<file path="config.mk">
export PLATFORM = sky130hd
export DESIGN_NAME = pipe_skid_reg
export DESIGN_NICKNAME = d
export VERILOG_FILES = /design/src/rtl/pipe_skid_reg.sv
export SDC_FILE = /design/constraint.sdc
export NUM_CORES = 1
export LEC_CHECK = 0
export BUFFER_PORTS_ARGS = -buffer_cell sky130_fd_sc_hd__buf_2
export CAP_MARGIN = 20
export CORE_ASPECT_RATIO = 1.75
export CORE_MARGIN = 1.5
export CORE_UTILIZATION = 46
export CTS_CLUSTER_DIAMETER = 150
export DETAILED_ROUTE_END_ITERATION = 12
export PLACE_DENSITY = 0.82
export SETUP_SLACK_MARGIN = 0.2
export SYNTH_ARGS = -nofsm -noshare
export SYNTH_HDL_FRONTEND = slang
export SYNTH_SLANG_ARGS = --single-unit
</file>
<file path="constraint.sdc">
create_clock -name clk -period 1.43 [get_ports clk]
set_clock_uncertainty 0.15 [all_clocks]
set_input_delay 0.0715 -clock clk [delete_from_list [all_inputs] [get_ports clk]]
set_output_delay 0.0715 -clock clk [all_outputs]
set_load 0.05 [all_outputs]
</file>
<file path="src/rtl/pipe_skid_reg.sv">
// pipe_skid_reg: pipeline stage register, valid/ready handshake + 2-entry skid.
// Full throughput; in_ready and out_data come straight from flops.
//
// Ports:
//   clk, rst        rising-edge clock, synchronous active-high reset
//   flush           squash every held beat (same effect as rst on the datapath)
//   in_valid/ready  upstream handshake, in_data upstream payload
//   out_valid/ready downstream handshake, out_data downstream payload
//   stall_cycles    cycles with out_valid & !out_ready      (PIPE_SKID_PERF_EN)
//   flush_count     flushes that squashed >=1 valid beat      (PIPE_SKID_PERF_EN)
//
// Define PIPE_SKID_PERF_EN to add the saturating perf counters (width CNT_W).

module pipe_skid_reg #(
  parameter int WIDTH = 32,
  parameter logic [WIDTH-1:0] RESET_VALUE = '0
`ifdef PIPE_SKID_PERF_EN
  ,
  parameter int CNT_W = 16
`endif
) (
  input  logic             clk,
  input  logic             rst,
  input  logic             flush,
  input  logic             in_valid,
  output logic             in_ready,
  input  logic [WIDTH-1:0] in_data,
  output logic             out_valid,
  input  logic             out_ready,
  output logic [WIDTH-1:0] out_data
`ifdef PIPE_SKID_PERF_EN
  ,
  output logic [CNT_W-1:0] stall_cycles,
  output logic [CNT_W-1:0] flush_count
`endif
);

  logic             skid_valid;
  logic [WIDTH-1:0] skid_data;

  logic             ov_n;
  logic             sv_n;
  logic [WIDTH-1:0] od_n;
  logic [WIDTH-1:0] sd_n;

  logic accept;
  logic deliver;
  logic st_empty;
  logic st_one;
  logic st_two;

  assign accept   = in_valid & in_ready;
  assign deliver  = out_valid & out_ready;
  assign st_empty = !out_valid;
  assign st_one   = out_valid & !skid_valid;
  assign st_two   = out_valid & skid_valid;

  always_comb begin
    ov_n = out_valid;
    sv_n = skid_valid;
    od_n = out_data;
    sd_n = skid_data;
    unique case (1'b1)
      st_empty: begin
        if (accept) begin
          ov_n = 1'b1;
          od_n = in_data;
        end
      end
      st_one: begin
        if (accept && deliver) begin
          od_n = in_data;
        end else if (accept) begin
          sv_n = 1'b1;
          sd_n = in_data;
        end else if (deliver) begin
          ov_n = 1'b0;
        end
      end
      st_two: begin
        if (deliver) begin
          od_n = skid_data;
          sv_n = 1'b0;
        end
      end
      default: begin
        ov_n = out_valid;
      end
    endcase
  end

  // in_ready is its own flop, loaded with the inverse of next skid_valid.
  always_ff @(posedge clk) begin
    if (rst || flush) begin
      out_valid  <= 1'b0;
      skid_valid <= 1'b0;
      out_data   <= RESET_VALUE;
      skid_data  <= RESET_VALUE;
      in_ready   <= 1'b1;
    end else begin
      out_valid  <= ov_n;
      skid_valid <= sv_n;
      out_data   <= od_n;
      skid_data  <= sd_n;
      in_ready   <= !sv_n;
    end
  end

`ifdef PIPE_SKID_PERF_EN
  // Counters saturate and survive flush; only rst clears them.
  always_ff @(posedge clk) begin
    if (rst) begin
      stall_cycles <= '0;
      flush_count  <= '0;
    end else begin
      if (out_valid && !out_ready && stall_cycles != '1)
        stall_cycles <= stall_cycles + CNT_W'(1);
      if (flush && (out_valid || skid_valid) && flush_count != '1)
        flush_count <= flush_count + CNT_W'(1);
    end
  end
`endif

endmodule

</file>
==> results.txt <==
The run finished with clean final reports. Setup repair after global routing could not meet its margin everywhere. The share of synthesized cell area in and, or, nand and nor gates came out at 9.47%. The worst pin sits at a relative slew slack of 80.7%. Counting every net in the synthesized netlist gives 343. The average instance in the mapped netlist occupies 9.93 um2. The length of routed met3 wiring is 416 um, and the detail-routed net length per standard cell is 17.9 um. In this run the vertical extent of the chip is 111 um.

The detail route stage leaves a number of antenna-violating nets equal to 0. In this run the cell area of the synthesized design comes to 3040 um2. The H-tree was split into 3 levels. The tools report the number of vias after detailed routing as 2876.

The tools report the global placer's final weighted congestion as 0.815. TritonCTS built the clock tree. After Yosys synthesis, XOR and XNOR cells account for 0% of the synthesized area. The antenna diode count is 0, and the compound-cell area share of the yosys netlist is 29.6%. Dividing the detail-routed via count by the number of cells gives 5.75. The run gives 4820 um as the routed length on met2.

At the worst endpoint, the arrival time is 1520 ps. The peak ir drop on the vdd network is 822 uV, and the synthesis-stage register bit count is 67. Die outline width: 64.4 um. The final-report hold violation count came out at 0.

For the detailed-route DRC error count, the log shows 0. The global-route wire length before repair was 14600 um; the HPWL after detailed placement was 5310 um. Once the floorplan was initialized, standard cells occupied 47.2% of the core. Static timing analysis puts the maximum clock frequency at 702 MHz. The largest family of logic cells by synthesized area is compound AO/OA/AOI/OAI gates.

The time the final worst path needs with I/O delays and setup is 1420 ps. Endpoint of the worst hold path: skid_data[10]$_SDFFE_PP0P_. The worst hold-check slack is 32.6 ps, and the via count of the first global-routing pass is 3007.

Max-capacitance violation count: 0. The number of top-level pins is 71, and the instance count along the most critical hold path is 3. The power density relative to cell area was 1070 nW/um2; the layout overhead on the synthesized area was 42.7%. The count of standard-cell rows is 39. Dividing the final minimum period by the clock period gives 99.6%. The logs give 4340 um2 for the post-route standard cell area excluding fillers and 3480 um2 for the placed cell area.

The first detailed-routing pass took 4 iterations. The path depth of the worst reg2reg path was 4. The setup violation total in the final timing report was 0; the core area was 6440 um2. The worst setup path is launched from a flip-flop.

The longest clock path from root to sink contains 2 buffers. Sorting the synthesized cells by area gives the leading types as sky130_fd_sc_hd__dfxtp_1 (44%), sky130_fd_sc_hd__a211oi_2 (12%), sky130_fd_sc_hd__a21oi_1 (11%). Clock latency on the worst-skew pair, taken at its later pin, is 330 ps. After Yosys synthesis, full adders, half adders and majority gates account for 0% of the synthesized area. The share of post-route cells with drive strength above 1 came out at 38.5%. Counting the buffers created by CTS gives 9. At the pin with the least slew margin, the transition time is 289 ps. In this run the critical register-to-register path is launched from out_valid$_SDFFE_PP0P_. After global routing the overflow that remains totals 0. The worst setup path is of the flip-flop to flip-flop kind. During synthesis, Yosys emitted a total of 0 warnings.

The clock drives 67 sinks. For this run, the total global-route usage over all layers was measured as 26.4%. The setup slack of the most critical reg-to-reg path was 5 ps.

After synthesis, the largest area contributor takes up 44.1% of total cell area. The largest total area in the synthesized netlist belongs to sky130_fd_sc_hd__dfxtp_1. The run gives 22 as the number of distinct library cells after synthesis. The top metal layer carrying routed signals is met4. The number of fill cells is 479, and the maximum number of pins on one net before global-route repair is 36.

The count of routing violations after the opening detailed-route iteration came out at 186. The die covers 7120 um2. The worst hold path begins at rst.

The number of port buffers works out to 70. In the final routing, the length of wire on met1 measures 3420 um. Of the post-synthesis cell area, the part taken by muxes is 10.5%.

The run gives 450 as the final-stage net count. Number of antenna violations at the first check in global routing: 0. Summed over all cells, the static leakage comes to 0.00184 uW. The worst setup path is captured at a flip-flop.

In this run the worst path has a maximum fanout of 8. The share of the Yosys chip area taken by registers is 44.1%. In this run the clock root is driven by a sky130_fd_sc_hd__clkbuf_16. The path class of the tightest hold or removal check is primary input to flip-flop.

The run gives 1520 ps as the required time reported for the critical path endpoint. The max-slew violation count was 0. In the final timing run, aggregate negative setup slack is 0 ps. For the routed wire length, the log shows 8960 um. Clock-pin slew was measured on the worst setup and hold paths at 50 ps. Synthesis handed over a netlist of 306 instances.

The worst reg2reg path endpoint is out_data[20]$_SDFFE_PP0P_.
==> cells in the final DEF, fill, tap and decap left out, drive strengths merged <==
cell type / n
nand3b: 32
dlygate4sd3: 34
mux2i: 32
inv: 1
buf: 96
clkinv: 3
nand2: 2
a22o: 1
a31oi: 2
a21oi: 64
nand2b: 1
o21ai: 32
nand4b: 1
a211oi: 33
dfxtp: 67
clkbuf: 13
or2: 1
and4b: 1
and2: 2
==> critical path: stages, from the launching register on <==
cell	delay (ps)
sky130_fd_sc_hd__dfxtp_4	370
sky130_fd_sc_hd__a22o_4	270
sky130_fd_sc_hd__and2_4	190
sky130_fd_sc_hd__buf_12	140
sky130_fd_sc_hd__a211oi_4	210
==> kinds of logic after synthesis <==
| group | count (synthesis) |
|---|---|
| AOI/OAI and AO/OA | 132 |
| buffers and inverters | 36 |
| DFF | 67 |
| muxes | 32 |
| and+or+nand+nor | 39 |
==> metrics by stage <==
step	setup slack [ps]	cells	power (uW)	utilization, %
6_report	5.22	500	4640	67.3
5_1_grt	-16.0	500	4770	67.3
4_1_cts	44.2	500	4630	66.3
3_5_place_dp	-104	441	2550	54.0
3_3_place_gp	-28.9	441	2530	54.0
2_1_floorplan	-21.6	306	2390	-
==> final cells by class <==
class | count | area [um2] | share of cell area [%]
inverter | 1 | 3.75 | 0.0865
timing repair buffer | 130 | 1030 | 23.7
multi-input combinational | 204 | 1590 | 36.6
clock inverter | 3 | 15.0 | 0.346
sequential | 67 | 1350 | 31.1
clock buffer | 13 | 250 | 5.77
tap | 82 | 103 | 2.37
==> where the power goes <==
part	leakage, uW	internal [uW]	total [uW]	switching (uW)
logic	0.00116	292	727	435
clock network	0.000133	1210	1970	755
registers	0.000545	1920	1950	33.4
==> worst max path at each step <==
| stage | start | endpoint |
|---|---|---|
| 5_1_grt | out_valid$_SDFFE_PP0P_ | out_data[20]$_SDFFE_PP0P_ |
| 6_report | out_valid$_SDFFE_PP0P_ | out_data[20]$_SDFFE_PP0P_ |
| 4_1_cts | out_valid$_SDFFE_PP0P_ | out_data[11]$_SDFFE_PP0P_ |
| 2_1_floorplan | out_valid$_SDFFE_PP0P_ | out_data[0]$_SDFFE_PP0P_ |
| 3_5_place_dp | out_valid$_SDFFE_PP0P_ | out_data[24]$_SDFFE_PP0P_ |
| 3_3_place_gp | out_valid$_SDFFE_PP0P_ | out_data[23]$_SDFFE_PP0P_ |
==> cell usage after synthesis <==
library cell and instances:
sky130_fd_sc_hd__inv_1 1, sky130_fd_sc_hd__buf_6 4, sky130_fd_sc_hd__nand3b_1 32, sky130_fd_sc_hd__nand2b_1 1
sky130_fd_sc_hd__and4b_1 1, sky130_fd_sc_hd__or2_2 1, sky130_fd_sc_hd__buf_4 1, sky130_fd_sc_hd__a22o_1 1
sky130_fd_sc_hd__clkbuf_1 17, sky130_fd_sc_hd__a211oi_2 30, sky130_fd_sc_hd__a21oi_1 64, sky130_fd_sc_hd__nand4b_1 1
sky130_fd_sc_hd__and2_1 1, sky130_fd_sc_hd__clkbuf_4 2, sky130_fd_sc_hd__dfxtp_1 67, sky130_fd_sc_hd__a211oi_1 3
sky130_fd_sc_hd__o21ai_0 32, sky130_fd_sc_hd__nand2_2 1, sky130_fd_sc_hd__a31oi_1 2, sky130_fd_sc_hd__mux2i_1 32
sky130_fd_sc_hd__buf_2 11, sky130_fd_sc_hd__nand2_1 1
==> routing by layer <==
layer | vias to the layer above | GRT usage (%)
met5 | - | 0
met4 | 0 | 14.9
met3 | 24 | 6.42
met2 | 99 | 46.3
met1 | 1394 | 28.2
li1 | 1359 | -
==> repair_timing <==
| action | CTS | global route |
|---|---|---|
| endpoints found under the setup margin | 66 | 67 |
| resized for setup | 15 | 18 |
| hold buffers | 34 | 0 |
| pin swaps | 2 | 15 |
| endpoints found under the hold margin | 38 | 0 |
| cloned | 2 | 0 |
| buffers inserted | 7 | 0 |
==> sequential cells by signal (all words and copies together) (netlist names), named ones only <==
name and count:
out_data 32, out_valid 1, in_ready 1, skid_data 32
No activity file was read; power rests on OpenSTA's default activity.
